**src/rtl/alu_cmd_ctrl_pkg.sv**
```systemverilog
// Shared constants for the ALU command controller: unit selects, opcode
// field positions and FSM state encoding.
package alu_cmd_ctrl_pkg;

   localparam logic [1:0] UNIT_ARITH = 2'd0;
   localparam logic [1:0] UNIT_LOGIC = 2'd1;
   localparam logic [1:0] UNIT_CMP   = 2'd2;
   localparam logic [1:0] UNIT_SHIFT = 2'd3;

   localparam int OP_FUNC_LSB = 0;
   localparam int OP_UNIT_LSB = 4;
   localparam int OP_RSV_LSB  = 6;

   typedef enum logic [2:0] {
      ST_IDLE    = 3'd0,
      ST_GET_A   = 3'd1,
      ST_GET_B   = 3'd2,
      ST_EXEC    = 3'd3,
      ST_CAPTURE = 3'd4,
      ST_SEND    = 3'd5
   } state_t;

   // Bit order of the result is {shift, cmp, logic, arith}.
   function automatic logic [3:0] unit_onehot(input logic [1:0] unit);
      logic [3:0] oh;
      case (unit)
         UNIT_ARITH: oh = 4'b0001;
         UNIT_LOGIC: oh = 4'b0010;
         UNIT_CMP:   oh = 4'b0100;
         UNIT_SHIFT: oh = 4'b1000;
         default:    oh = 4'b0000;
      endcase
      return oh;
   endfunction

endpackage

```
**src/rtl/alu_cmd_ctrl_tx_byte_serializer.sv**
```systemverilog
// Parallel-load, LSB-first byte serializer with a valid/ready output and a
// combinational done strobe on the final handshake.
module tx_byte_serializer #(
   parameter int width = 16
) (
   input  logic             clk,
   input  logic             rst,
   input  logic             load,
   input  logic [width-1:0] din,
   input  logic             txReady,
   output logic [7:0]       txData,
   output logic             txValid,
   output logic             done
);

   localparam int NB = width / 8;
   localparam int CW = (NB > 1) ? $clog2(NB) : 1;
   localparam logic [CW-1:0] LAST = CW'(NB - 1);

   logic [width-1:0] sh_r;
   logic [width-1:0] sh_nxt_s;
   logic [CW-1:0]    cnt_r;
   logic [7:0]       tx_data_r;
   logic             tx_valid_r;
   logic             last_s;

   assign sh_nxt_s = sh_r >> 8;
   assign last_s   = (cnt_r == LAST);
   assign done     = tx_valid_r && txReady && last_s;
   assign txData   = tx_data_r;
   assign txValid  = tx_valid_r;

   // Load, hold while stalled, and step one byte per accepted handshake.
   always_ff @(posedge clk or posedge rst) begin
      if (rst) begin
         sh_r       <= '0;
         cnt_r      <= '0;
         tx_data_r  <= 8'h00;
         tx_valid_r <= 1'b0;
      end else if (load) begin
         sh_r       <= din;
         cnt_r      <= '0;
         tx_data_r  <= din[7:0];
         tx_valid_r <= 1'b1;
      end else if (tx_valid_r && txReady) begin
         if (last_s) begin
            cnt_r      <= '0;
            tx_valid_r <= 1'b0;
         end else begin
            sh_r      <= sh_nxt_s;
            tx_data_r <= sh_nxt_s[7:0];
            cnt_r     <= cnt_r + CW'(1);
         end
      end
   end

endmodule

```
**src/rtl/alu_cmd_ctrl.sv**
```systemverilog
// Byte-serial command frame decoder driving the ALU sub-units for one cycle
// and returning the captured result through a valid/ready byte stream.
module alu_cmd_ctrl
   import alu_cmd_ctrl_pkg::*;
#(
   parameter int width = 16
) (
   input  logic             clk,
   input  logic             rst,
   input  logic [7:0]       rxData,
   input  logic             rxValid,
   input  logic [width-1:0] aluResult,
   input  logic             aluValid,
   output logic [width-1:0] A,
   output logic [width-1:0] B,
   output logic [1:0]       aluFunc,
   output logic             arithEn,
   output logic             logicEn,
   output logic             cmpEn,
   output logic             shiftEn,
   output logic [7:0]       txData,
   output logic             txValid,
   input  logic             txReady,
   output logic             busy,
   output logic             errFlag
);

   localparam int NB = width / 8;
   localparam int CW = (NB > 1) ? $clog2(NB) : 1;
   localparam logic [CW-1:0] LAST = CW'(NB - 1);

   state_t           state_r;
   logic [CW-1:0]    cnt_r;
   logic [1:0]       unit_r;
   logic [1:0]       func_sh_r;
   logic [width-1:0] a_sh_r;
   logic [width-1:0] b_sh_r;
   logic [width-1:0] a_r;
   logic [width-1:0] b_r;
   logic [1:0]       func_r;
   logic [3:0]       en_r;
   logic             busy_r;
   logic             err_r;
   logic             load_r;
   logic             tx_done_s;

   // New bytes enter at the top so the first (least significant) ends at bit 0.
   function automatic logic [width-1:0] shift_in(input logic [width-1:0] cur,
                                                 input logic [7:0] b);
      logic [width-1:0] t;
      t = cur >> 8;
      t[width-1 -: 8] = b;
      return t;
   endfunction

   assign A       = a_r;
   assign B       = b_r;
   assign aluFunc = func_r;
   assign arithEn = en_r[0];
   assign logicEn = en_r[1];
   assign cmpEn   = en_r[2];
   assign shiftEn = en_r[3];
   assign busy    = busy_r;
   assign errFlag = err_r;

   // Frame FSM; operands are published only on the edge entering EXEC.
   always_ff @(posedge clk or posedge rst) begin
      if (rst) begin
         state_r   <= ST_IDLE;
         cnt_r     <= '0;
         unit_r    <= 2'd0;
         func_sh_r <= 2'd0;
         a_sh_r    <= '0;
         b_sh_r    <= '0;
         a_r       <= '0;
         b_r       <= '0;
         func_r    <= 2'd0;
         en_r      <= 4'b0000;
         busy_r    <= 1'b0;
         err_r     <= 1'b0;
         load_r    <= 1'b0;
      end else begin
         en_r   <= 4'b0000;
         err_r  <= 1'b0;
         load_r <= 1'b0;
         case (state_r)
            ST_IDLE: begin
               if (rxValid) begin
                  if (rxData[OP_RSV_LSB +: 2] == 2'b00) begin
                     unit_r    <= rxData[OP_UNIT_LSB +: 2];
                     func_sh_r <= rxData[OP_FUNC_LSB +: 2];
                     cnt_r     <= '0;
                     busy_r    <= 1'b1;
                     state_r   <= ST_GET_A;
                  end else begin
                     err_r <= 1'b1;
                  end
               end
            end
            ST_GET_A: begin
               if (rxValid) begin
                  a_sh_r <= shift_in(a_sh_r, rxData);
                  if (cnt_r == LAST) begin
                     cnt_r   <= '0;
                     state_r <= ST_GET_B;
                  end else begin
                     cnt_r <= cnt_r + CW'(1);
                  end
               end
            end
            ST_GET_B: begin
               if (rxValid) begin
                  b_sh_r <= shift_in(b_sh_r, rxData);
                  if (cnt_r == LAST) begin
                     cnt_r   <= '0;
                     a_r     <= a_sh_r;
                     b_r     <= shift_in(b_sh_r, rxData);
                     func_r  <= func_sh_r;
                     en_r    <= unit_onehot(unit_r);
                     state_r <= ST_EXEC;
                  end else begin
                     cnt_r <= cnt_r + CW'(1);
                  end
               end
            end
            ST_EXEC: begin
               if (aluValid) begin
                  load_r  <= 1'b1;
                  state_r <= ST_CAPTURE;
               end else begin
                  err_r   <= 1'b1;
                  busy_r  <= 1'b0;
                  state_r <= ST_IDLE;
               end
            end
            ST_CAPTURE: begin
               state_r <= ST_SEND;
            end
            ST_SEND: begin
               if (tx_done_s) begin
                  busy_r  <= 1'b0;
                  state_r <= ST_IDLE;
               end
            end
            default: begin
               busy_r  <= 1'b0;
               state_r <= ST_IDLE;
            end
         endcase
      end
   end

   tx_byte_serializer #(.width(width)) u_tx (
      .clk     (clk),
      .rst     (rst),
      .load    (load_r),
      .din     (aluResult),
      .txReady (txReady),
      .txData  (txData),
      .txValid (txValid),
      .done    (tx_done_s)
   );

endmodule

```
**config.mk**
```make
export PLATFORM = sky130hd
export DESIGN_NAME = alu_cmd_ctrl
export DESIGN_NICKNAME = d
export VERILOG_FILES = /design/src/rtl/alu_cmd_ctrl_pkg.sv /design/src/rtl/alu_cmd_ctrl_tx_byte_serializer.sv /design/src/rtl/alu_cmd_ctrl.sv
export SDC_FILE = /design/constraint.sdc
export NUM_CORES = 1
export LEC_CHECK = 0
export ABC_CLOCK_PERIOD_IN_PS = 2900
export BUFFER_PORTS_ARGS = -buffer_cell sky130_fd_sc_hd__buf_4
export CAP_MARGIN = 25
export CORE_ASPECT_RATIO = 0.6
export CORE_MARGIN = 3
export CORE_UTILIZATION = 54
export DETAILED_ROUTE_END_ITERATION = 16
export GPL_ROUTABILITY_DRIVEN = 0
export HOLD_SLACK_MARGIN = 0.05
export PLACE_DENSITY_LB_ADDON = 0.3
export SETUP_SLACK_MARGIN = 0.2
export SYNTH_ARGS = -nofsm -noshare
export SYNTH_HDL_FRONTEND = slang
export SYNTH_SLANG_ARGS = --single-unit
```
**constraint.sdc**
```tcl
create_clock -name clk -period 2.9 [get_ports clk]
set_input_delay 0.29 -clock clk [delete_from_list [all_inputs] [get_ports clk]]
set_output_delay 0.29 -clock clk [all_outputs]
set_load 0.02 [all_outputs]
```
Word level (Yosys, flattened, before mapping)
Index checks and enable logic that the tools add are counted.
{ "op_classes": {"addsub": 2, "mul": 0, "div_mod_pow": 0, "magnitude_cmp": 0, "n_eq_ne": 18, "shifts": 0, "n_mux": 41, "bitwise": 1, "reduce_logical": 19} }
{ "ops": {"columns": ["op", "count"], "rows": [
  ["two-way mux 16 bit", 3],
  ["two-way mux 3 bit", 8],
  ["two-way mux 8 bit", 3],
  ["two-way mux 1 bit", 19],
  ["inequality test 2 bit, second input constant", 9],
  ["case mux 3 bit (6 select lines)", 1],
  ["case mux 4 bit (4 select lines)", 1],
  ["two-way mux 4 bit", 3],
  ["AND reduction 2 bit", 4],
  ["AND reduction 7 bit", 1],
  ["== test 3 x 2 -> 1 bit, second input constant", 2],
  ["== test 3 bit, second input constant", 2],
  ["AND reduction 3 bit", 2],
  ["nonzero test 2 bit", 3],
  ["AND reduction 5 bit", 1],
  ["== test 2 bit, second input constant", 2],
  ["zero test 2 bit", 2],
  ["case mux 1 bit (2 select lines)", 2],
  ["case mux 1 bit (4 select lines)", 1],
  ["AND reduction 4 bit", 1],
  ["== test 3 x 1 -> 1 bit, second input constant", 1],
  ["zero test 3 bit", 1],
  ["OR reduction 3 bit", 1],
  ["adder 1 bit, second input constant", 2],
  ["5 further kinds", 6]
]} }
{ "word_totals": {"regBits": 107, "latchBits": 0, "ram_bits": 0, "mem_bits_ro": 0, "inputBits": 29, "out_inout_bits": 49, "wordCells": 98, "mem_count": 0} }

Logic depth before layout (Yosys ltp)
Gate-level depths: netlist (run 1).
{ "logic_depth": {"ltp_word": 5, "mapped_depth": 6, "mapped_depth_nobuf": 4} }

Hierarchy
A second synthesis (run 1) with hierarchy kept.
{ "hier_totals": {"cells_unflattened": 279, "area_unflattened_um2": 3721.1} }
{ "modules_own_cells": {"columns": ["mod", "instances", "cells_each", "area_each_um2", "seq_area_each_um2"], "rows": [
  ["alu_cmd_ctrl", 1, 183, 2869.0, 1826.8],
  ["tx_byte_serializer", 1, 96, 852.1, 450.4]
]} }

Least setup slack after synthesis (run 1)
OpenSTA, ideal clock, no wires.
{ "synth_timing": {"path_kind": "register to register", "start": "reg u_tx.tx_valid_r (netlist: u_tx.txValid)", "end": "reg u_tx.sh_r[4]", "setup_time_ns": 0.136, "arrival_time_ns": 1.376, "required_ns": 2.764, "slack_ns": 1.389, "path_stages_with_launch": 7, "n_path_buf": 2, "synth_period_minus_slack_ns": 1.511, "path_cell_list": "dfrtp_1 > nand2_1 > or2_2 > buf_2 > buf_2 > mux2i_1 > o21ai_0"} }
{ "synth_between": {"elab_chain_len": 3} }
{ "synth_lines": {"columns": ["element", "line", "rtl"], "rows": [
  ["start: declaration", "alu_cmd_ctrl_tx_byte_serializer.sv:24", "logic tx_valid_r;"],
  ["start signal: assignment", "alu_cmd_ctrl_tx_byte_serializer.sv:39", "tx_valid_r <= 1'b0;"],
  ["start signal: assignment", "alu_cmd_ctrl_tx_byte_serializer.sv:44", "tx_valid_r <= 1'b1;"],
  ["start signal: assignment", "alu_cmd_ctrl_tx_byte_serializer.sv:48", "tx_valid_r <= 1'b0;"],
  ["logical AND 1 bit", "alu_cmd_ctrl_tx_byte_serializer.sv:45", "end else if (tx_valid_r && txReady) begin"],
  ["nonzero test 2 bit (no line)", null, null],
  ["AND reduction 2 bit (no line)", null, null],
  ["end signal: assignment", "alu_cmd_ctrl_tx_byte_serializer.sv:41", "sh_r <= din;"],
  ["end signal: assignment", "alu_cmd_ctrl_tx_byte_serializer.sv:50", "sh_r <= sh_nxt_s;"],
  ["end: declaration", "alu_cmd_ctrl_tx_byte_serializer.sv:20", "logic [width-1:0] sh_r;"]
]} }
Every way passes these cells.
A chain may end at the register's enable or synchronous reset.

Worst setup path after layout (run 1)
{ "layout_timing": {"start": "reg state_r[1]", "end": "reg a_sh_r[12]"} }
{ "layout_between": {"elab_chain_len": 2} }
{ "layout_lines": {"columns": ["element", "line", "rtl"], "rows": [
  ["start: declaration", "alu_cmd_ctrl.sv:32", "state_t state_r;"],
  ["start signal: assignment", "alu_cmd_ctrl.sv:69", "state_r <= ST_IDLE;"],
  ["start signal: assignment", "alu_cmd_ctrl.sv:94", "state_r <= ST_GET_A;"],
  ["start signal: assignment", "alu_cmd_ctrl.sv:105", "state_r <= ST_GET_B;"],
  ["== test 3 x 1 -> 1 bit", "alu_cmd_ctrl.sv:86", "case (state_r)"],
  ["AND reduction 2 bit (no line)", null, null],
  ["end signal: assignment", "alu_cmd_ctrl.sv:102", "a_sh_r <= shift_in(a_sh_r, rxData);"],
  ["end: declaration", "alu_cmd_ctrl.sv:36", "logic [width-1:0] a_sh_r;"]
]} }
Every way passes these cells.

==> results.txt, run 1 <==
Final Util -> 0.691
Mux cell area share after synthesis -> 0.234
Async set-or-reset flop fraction in the synthesized netlist -> 1.00
Hold Path Class -> input port to flip-flop
Crit path time final -> 1.94 ns
N_diodes -> 0
Yosys top cell by area -> dfrtp_1
Mapped Cells -> 269
Post-synthesis compound-gate area fraction -> 0.0480
CTS tree -> built
Max VDD drop -> 0.612 mV
CP Data Arrival Time -> 2.16 ns
Die area -> 0.00813 mm^2
Largest net degree at the start of global routing -> 56
Commonest non-fill, non-tap cell in the layout -> dfrtp_1
Unrepaired setup endpoints after global routing -> no
Slew Viols, Final -> 0
FILL cells -> 481
LEAKAGE -> 2.35 nW
Post-synthesis cell type count -> 36
Largest family of logic cells by synthesized area -> multiplexers
# resized after CTS -> 0
Most frequent cells in the layout -> 91 x dfrtp_1, 77 x buf_4, 36 x mux2_2, 28 x nand2_1, 27 x mux2_4
Clock slew at reported path FFs -> 0.06 ns
Initial antenna violation count -> 0
Slew headroom -> 0.405
Main area contributors after synthesis -> dfrtp_1 60%, mux2_2 11%, mux2_4 11%
Final period util -> 0.668
Final HPWL DP -> 4.91 mm
Die W -> 114 um
Post-route cell area -> 0.00467 mm^2
Site Rows -> 23
Syn Area/Cell -> 14.2 um^2
Buffers and inverters on the worst path -> 0
Slew @ Worst Pin -> 0.892 ns
Num CTS Buffers -> 9
Fraction of layout cells with a size suffix above 1 -> 0.484
Dominant synthesized flop cell -> dfrtp_1
Num ports -> 78
Clk_skew -> 0.00482 ns
Global-route wire length before repair -> 12.2 mm
Die Span Y -> 71.0 um
Syn-to-layout area delta -> 22.7%
Final hold violation count -> 0
Setup Crit Path Kind -> flip-flop to flip-flop
Number of synthesized register bits -> 91
Number of enable flip-flop cells after synthesis -> 0
IO Port Bufs -> 77
Worst skew pair latency -> 0.34 ns
Final setup viols -> 0
Total wire length -> 7.01 mm
Grt total ovfl -> 0
Clock sink count -> 91
H-tree levels -> 3
Startpoint types -> flip-flop
Share of the synthesized area in the top cell type -> 0.598
Crit path largest cell delay -> 0.64 ns
F_max -> 516 MHz
Required @ worst endpoint -> 3.12 ns
DR iter-0 viols -> 69
Status -> completed
Crit-path cells -> nand2b_2, nor2_2, mux2_2
Max clock buf depth -> 2
# nets final -> 367
Post-Syn Area -> 0.00381 mm^2
Power, Total -> 0.00530 W
Sequential-to-total area share from yosys stat -> 0.598
ANT nets after route -> 0
WL/cell -> 16.3 um
Net count after synthesis -> 298
CP Max Fanout -> 16
Root Buffer -> clkbuf_16
Yosys warning count -> 0
Area of the multi-input gates -> 0.00137 mm^2
Critical-path top delay cell -> nor2_2
Total of max-cap violations -> 0
DR vias/cell -> 5.27
Setup_tns -> 0 ns
Crit. End Element -> flip-flop
Reg2reg setup slack -> 0.96 ns
Total iterations of the first detailed-routing run -> 4
DRC -> 0
DR vias -> 2,265
Reg area -> 0.00228 mm^2
Total GRT Usage -> 0.194
Starting Density -> 0.563
Vias in the first global route -> 2,446
Area of placed instances -> 0.00437 mm^2
Xor/xnor share of the synthesized area -> 0
Post-synthesis simple-gate area fraction -> 0.0769
Cell area power density -> 1140 mW/mm^2
Core ar. -> 0.00676 mm^2
Post-Synth Adder-Cell Area -> 0
CP top delay family -> simple AND/OR/NAND/NOR gates
[cell usage after synthesis, drive strengths merged, types with 4 or more instances]
cell type   n
buf        18
dfrtp      91
inv         4
mux2       63
mux2i       8
nand2      29
nor2        6
o21ai      17
[layer usage]
layer	routed length [um]	vias to the layer above	GRT usage
met5	0	-	0
met1	3350	1137	0.268
met4	109	0	0.0764
met3	374	10	0.0615
met2	3180	48	0.289
li1	-	1070	-
[flip-flops by register name, indices dropped and copies added, names as in the netlist]
register and count:
A 16, B 16, a_sh_r 16, u_tx.sh_r 16, b_sh_r 8, en_r 4, state_r 3, aluFunc 2
func_sh_r 2, unit_r 2, busy 1, cnt_r 1, errFlag 1, load_r 1, u_tx.cnt_r 1, u_tx.txValid 1
[layout make-up]
class,count,share of cell area
clock buffer,11,0.0520
clock inverter,5,0.0112
inverter,4,0.00348
multi-input combinational,153,0.292
sequential,91,0.487
tap,87,0.0233
timing repair buffer,79,0.130
[logic make-up after synthesis]
group	count (synthesis)
compound gates	30
buf+inv	25
flops	91
mux	71
simple gates	52
[where the power goes]
part / switching [W] / total (W) / internal (W)
clock: 0.000459 / 0.00114 / 0.000686
combinational: 0.000862 / 0.00191 / 0.00105
sequential: 0.000424 / 0.00225 / 0.00182
[worst register-to-register path, stage by stage, from the launching register on]
cell and delay [ns]:
dfrtp_1 0.50, nand2b_2 0.27, nor2_2 0.64, mux2_2 0.42
[worst paths after layout]
check | startpoint | endpoint | cells past startpoint
max reg2reg | state_r[1] | a_sh_r[12] | 3
min reg2reg | unit_r[0] | en_r[2] | 1
min in group asynchronous | rst | B[0] | 3
min | aluResult[15] | u_tx.sh_r[15] | 3
max in group asynchronous | rst | func_sh_r[0] | 4
max | state_r[1] | a_sh_r[12] | 3
[repair_timing]
item,4_1_cts,5_1_grt
hold buffers,1,0
buffers inserted,0,0
endpoints found under the hold margin,3,0
[metrics by stage]
step,std cells,hold WS (ns),setup slack [ns]
6_report,430,0.157,0.962
5_1_grt,430,0.162,0.853
4_1_cts,430,0.146,0.948
3_5_place_dp,413,0.415,0.963
3_3_place_gp,413,0.400,1.06
2_1_floorplan,269,0.411,0.246
No activity file was read; power rests on OpenSTA's default activity.
==> run 2, diff against run 1 <==
--- a/config.mk
+++ b/config.mk
@@ -5,7 +5,8 @@
 export SDC_FILE = /design/constraint.sdc
 export NUM_CORES = 1
 export LEC_CHECK = 0
-export ABC_CLOCK_PERIOD_IN_PS = 2900
+export ABC_AREA = 1
+export ABC_CLOCK_PERIOD_IN_PS = 1800
 export BUFFER_PORTS_ARGS = -buffer_cell sky130_fd_sc_hd__buf_4
 export CAP_MARGIN = 25
 export CORE_ASPECT_RATIO = 0.6
==> constraint.sdc (replaced) <==
create_clock -name clk -period 1.8 [get_ports clk]
set_input_delay 0.18 -clock clk [delete_from_list [all_inputs] [get_ports clk]]
set_output_delay 0.18 -clock clk [all_outputs]
set_load 0.02 [all_outputs]
==> run 2 against run 1 <==
Net effect: non-clock buffer count rose by 9; synthesized cell count rose by 41%; critical path type unchanged; via count rose by 22%; fmax rose by 38%; count of clock-buffer cells in the layout fell by 1; clock power rose by 37%; routed wire length rose by 4.0%; die area fell by 4.6%; largest power group unchanged; critical endpoint is now A[11].
==> results.txt, run 2 <==
Postcts setup bufs -> 0
Final hold violation count -> 0
Num ports -> 78
CP Max Fanout -> 32
Most common cell in the synthesized netlist -> nand2_1
Required @ worst endpoint -> 2.01 ns
Die Span Y -> 69.4 um
Initial antenna violation count -> 0
Worst Hold Path EP -> u_tx.sh_r[7]
LEAKAGE -> 2.37 nW
Total wire length -> 7.29 mm
DRC -> 0
Setup Crit Path Kind -> flip-flop to flip-flop
Clock sink count -> 91
CTS tree -> built
Vias in the first global route -> 2,660
Commonest non-fill, non-tap cell in the layout -> nand2_1
Syn Area/Cell -> 9.55 um^2
Top post-synthesis cells by count -> 94 x nand2_1, 91 x dfrtp_1, 48 x inv_1
Slew headroom -> 0.741
Total of max-cap violations -> 0
Slew Viols, Final -> 0
WL/cell -> 13.4 um
Critical register-to-register path startpoint -> state_r[0]
Num CTS Buffers -> 9
Max VDD drop -> 0.851 mV
# nets final -> 484
R2R Path End -> A[11]
Final worst slack -> 0.401 ns
Number of synthesized register bits -> 91
Yosys warning count -> 0
Slew @ Worst Pin -> 0.387 ns
Dominant synthesized flop cell -> dfrtp_1
Crit path time final -> 1.40 ns
N_diodes -> 0
ANT nets after route -> 0
Reg area -> 0.00228 mm^2
Net count after synthesis -> 408
Total GRT Usage -> 0.197
IO Port Bufs -> 77
Site Rows -> 22
H-tree levels -> 3
Sequential-to-total area share from yosys stat -> 0.629
DR vias -> 2,758
Clock slew at reported path FFs -> 0.08 ns
Root Buffer -> clkbuf_8
Core ar. -> 0.00630 mm^2
HP Start -> aluResult[7]
Async set-or-reset flop fraction in the synthesized netlist -> 1.00
Dpl cells -> 523
Max clock buf depth -> 2
Starting Density -> 0.574
Final period util -> 0.777
Yosys top cell by area -> dfrtp_1
Final setup viols -> 0
Unrepaired setup endpoints after global routing -> no
Total iterations of the first detailed-routing run -> 4
F_max -> 715 MHz
DR vias/cell -> 5.08
Largest net degree at the start of global routing -> 41
R2R depth -> 4
Die area -> 0.00776 mm^2
Post-Syn Area -> 0.00362 mm^2
Mapped Cells -> 379
Hold Path Class -> input port to flip-flop
FILL cells -> 467
Post-synthesis cell type count -> 21
CP Data Arrival Time -> 1.61 ns
Syn-to-layout area delta -> 25.2%
Fraction of layout cells with a size suffix above 1 -> 0.231
Final HPWL DP -> 5.33 mm
Number of enable flip-flop cells after synthesis -> 0
Die W -> 112 um
Reg2reg setup slack -> 0.40 ns
Status -> completed
Grt total ovfl -> 0
Clk_skew -> 0.00747 ns
Share of the synthesized area in the top cell type -> 0.629
Crit. End Element -> flip-flop
Post-Place Worst Slack -> 0.0140 ns
DR iter-0 viols -> 162
Setup_tns -> 0 ns
Hold path depth -> 3
Global-route wire length before repair -> 12.4 mm
Startpoint types -> flip-flop
Worst skew pair latency -> 0.33 ns
Area of the multi-input gates -> 0.00103 mm^2
Cell area power density -> 1620 mW/mm^2
Most frequent cells in the layout -> 94 x nand2_1, 91 x dfrtp_1, 80 x buf_4, 47 x inv_1, 38 x o21ai_0
Post-Layout Cell Count -> 543
Main area contributors after synthesis -> dfrtp_1 63%, nand2_1 9.7%, o21ai_0 5.3%
## run 2: cell count changes after synthesis, moves of 21 or more
cell     delta
inv_1      +44
mux2_2     -36
mux2_4     -27
nand2_1    +66
o21ai_0    +21
o21ai_1    +26
## run 2: kinds of logic after synthesis
| group | share of synthesized area |
|---|---|
| and+or+nand+nor | 0.166 |
| DFF | 0.629 |
| AOI/OAI and AO/OA | 0.116 |
| buffers and inverters | 0.0891 |
## run 2: cell type report
cell class / count / share of cell area
clock buffer: 10 / 0.0281
tap: 84 / 0.0232
sequential: 91 / 0.502
timing repair buffer: 88 / 0.155
inverter: 50 / 0.0422
clock inverter: 5 / 0.0226
multi-input combinational: 215 / 0.227
## run 2: repair_timing
action                     4_1_cts  5_1_grt
gates resized for setup          1        2
hold endpoints to repair        18        0
setup endpoints to repair       16        3
cloned                           0        0
hold buffers                     5        0
## run 2: critical path, cell delays in order (launching register included)
cell and delay [ns]:
dfrtp_1 0.52, inv_1 0.19, nand3_4 0.13, buf_4 0.29, o21ai_0 0.13
## run 2: report_power, final
group / leakage [nW] / switching [W] / internal [W]
sequential: 1.21 / 0.000459 / 0.00278
clock: 0.112 / 0.000643 / 0.000913
combinational: 1.05 / 0.00152 / 0.00103
## run 2: worst max-delay path by stage
stage / startpoint / slack (ns) / to
5_1_grt: state_r[0] / 0.28 / state_r[0]
6_report: state_r[0] / 0.40 / A[11]
4_1_cts: u_tx.txValid / 0.28 / u_tx.sh_r[5]
3_3_place_gp: u_tx.txValid / 0.1 / u_tx.sh_r[5]
3_5_place_dp: u_tx.txValid / 0.01 / u_tx.sh_r[4]
2_1_floorplan: u_tx.txValid / 0.47 / u_tx.sh_r[1]
## run 2: metal layers
layer | track usage | vias to the layer above | part of all wire
met5 | 0 | - | 0
met4 | 0.0648 | 0 | 0.017
met3 | 0.0636 | 12 | 0.060
met2 | 0.287 | 78 | 0.46
met1 | 0.282 | 1319 | 0.46
li1 | - | 1349 | -
## run 2: stage by stage
stage	total power (W)	hold slack [ns]	instance area, um^2	utilization
3_3_place_gp	0.00570	0.194	4240	0.673
2_1_floorplan	0.00494	0.287	3620	-
5_1_grt	0.00790	0.0541	4530	0.719
4_1_cts	0.00742	0.0504	4530	0.718
6_report	0.00734	0.0669	4530	0.719
3_5_place_dp	0.00583	0.195	4240	0.673
==> run 3, diff against run 2 <==
--- a/config.mk
+++ b/config.mk
@@ -6,7 +6,7 @@
 export NUM_CORES = 1
 export LEC_CHECK = 0
 export ABC_AREA = 1
-export ABC_CLOCK_PERIOD_IN_PS = 1800
+export ABC_CLOCK_PERIOD_IN_PS = 1400
 export BUFFER_PORTS_ARGS = -buffer_cell sky130_fd_sc_hd__buf_4
 export CAP_MARGIN = 25
 export CORE_ASPECT_RATIO = 0.6
==> constraint.sdc (replaced) <==
create_clock -name clk -period 1.4 [get_ports clk]
set_input_delay 0.14 -clock clk [delete_from_list [all_inputs] [get_ports clk]]
set_output_delay 0.14 -clock clk [all_outputs]
set_load 0.02 [all_outputs]
==> run 3 against run 2 <==
Net effect: the flow now finishes with violations (setup timing); highest routed layer unchanged; clock power is 8% higher; combinational power increased by 96%; sequential power up 35%; cell count increased by 7.4%; critical path depth is 3 higher; first-iteration DRC count increased by 91%.
==> results.txt, run 3 (synthesized netlist as in run 2, its figures left out) <==
Status -> complete, but fails checks
Failing checks -> setup timing
Total GRT Usage -> 0.236
Num CTS Buffers -> 9
CTS tree -> built
LEAKAGE -> 2.66 nW
Syn-to-layout area delta -> 44.6%
Total wire length -> 11.0 mm
CP Max Fanout -> 5
Final setup viols -> 1
HP Start -> aluResult[4]
Crit-path cells -> inv_4, nand4_1, buf_6, buf_12, nand3_2, nand2_1, o21ai_1
DRC -> 0
Global-route wire length before repair -> 14.5 mm
Core ar. -> 0.00630 mm^2
Switching part of the total -> 0.406
Max VDD drop -> 1.29 mV
Startpoint types -> flip-flop
Site Rows -> 22
Crit path time final -> 1.42 ns
WL/cell -> 18.8 um
Switch Pwr -> 0.00449 W
F_max -> 705 MHz
Vias in the first global route -> 2,902
Share of power burned in registers -> 0.397
Critical register-to-register path startpoint -> state_r[2]
Clock sink count -> 91
Slew headroom -> 0.653
Root Buffer -> clkbuf_8
Die area -> 0.00776 mm^2
Slew Viols, Final -> 0
Final Util -> 0.830
DR vias -> 3,282
Total of max-cap violations -> 0
Critical-path top delay cell -> dfrtp_2
CP top delay family -> flip-flops
Post-Place Worst Slack -> 0.0261 ns
Num ports -> 78
Setup_tns -> -0.0192 ns
Unrepaired setup endpoints after global routing -> yes
Crit. End Element -> flip-flop
Grt total ovfl -> 0
Total iterations of the first detailed-routing run -> 5
Required @ worst endpoint -> 1.67 ns
N_diodes -> 0
Max clock buf depth -> 2
Initial antenna violation count -> 0
Clock slew at reported path FFs -> 0.09 ns
Slew @ Worst Pin -> 0.519 ns
Critical Path Start -> state_r[2]
Area of placed instances -> 0.00426 mm^2
CP Data Arrival Time -> 1.69 ns
Commonest non-fill, non-tap cell in the layout -> buf_4
Fraction of layout cells with a size suffix above 1 -> 0.383
Starting Density -> 0.574
Clk_skew -> 0.00832 ns
DR vias/cell -> 5.63
Post-route cell area -> 0.00524 mm^2
H-tree levels -> 3
ANT nets after route -> 0
Setup Crit Path Kind -> flip-flop to flip-flop
Final hold violation count -> 0
Crit path largest cell delay -> 0.48 ns
# nets final -> 523
WHS -> 0.0598 ns
Final worst slack -> -0.0192 ns
IO Port Bufs -> 77
Buffers and inverters on the worst path -> 3
DR iter-0 viols -> 309
Cell area power density -> 2110 mW/mm^2
Clock power frac -> 0.153
Final period util -> 1.01
Die Span Y -> 69.4 um
Die W -> 112 um
Combinational share of power -> 0.450
Final HPWL DP -> 5.38 mm
Int Power -> 0.00656 W
Largest net degree at the start of global routing -> 92
Hold Path Class -> input port to flip-flop
Worst skew pair latency -> 0.36 ns
Most frequent cells in the layout -> 92 x buf_4, 88 x dfrtp_1, 69 x nand2_1, 42 x inv_1, 39 x o21ai_1
## run 3: cell type report
type	instances	area (um^2)
well taps	84	105
flip-flops and latches	91	2280
multi-input cells	218	1320
clock buffers	13	169
repair buffers	124	1130
fillers	318	1070
inverters	50	208
clock inverters	3	21.3
## run 3: per-stage QoR
step / total power, W / instances
finish: 0.0111 / 583
detailed placement: 0.00758 / 523
CTS: 0.00964 / 567
floorplan: 0.00639 / 379
global placement: 0.00740 / 523
global route: 0.0116 / 583
## run 3: power groups by stage
| stage | combinational [W] | sequential, W | clock [W] |
|---|---|---|---|
| after detailed placement | 0.00334 | 0.00424 | 0 |
| after floorplan | 0.00187 | 0.00452 | 0 |
| after CTS | 0.00374 | 0.00421 | 0.00169 |
| after global placement | 0.00320 | 0.00420 | 0 |
| final | 0.00498 | 0.00439 | 0.00169 |
| after global routing | 0.00534 | 0.00448 | 0.00182 |
## run 3: worst reg2reg max path: stages, from the launching register on
cell	delay [ns]
dfrtp_2	0.48
inv_4	0.11
nand4_1	0.12
buf_6	0.19
buf_12	0.15
nand3_2	0.09
nand2_1	0.08
o21ai_1	0.13
## run 3: routing by layer
layer	vias to the layer above	GRT usage	routed length, um
li1	1441	-	-
met1	1602	0.337	4240
met2	195	0.349	5250
met3	44	0.0776	1150
met4	0	0.0661	351
met5	-	0	0
## run 3: worst paths after layout
kind	end	slack (ns)	cells past startpoint
setup / recovery	cnt_r	-0.02	7
hold / removal	u_tx.sh_r[4]	0.06	3
setup reg to reg	cnt_r	-0.02	7
hold reg to reg	a_sh_r[9]	0.49	2
max in group asynchronous	A[7]	0.58	4
min in group asynchronous	en_r[3]	0.46	4
## run 3: timing repair
action | in CTS | in global routing
hold buffers | 16 | 0
gates resized for setup | 25 | 95
pin swaps | 5 | 18
setup buffers | 9 | 11
endpoints found under the hold margin | 106 | 0
endpoints found under the setup margin | 73 | 83
gates cloned | 3 | 5
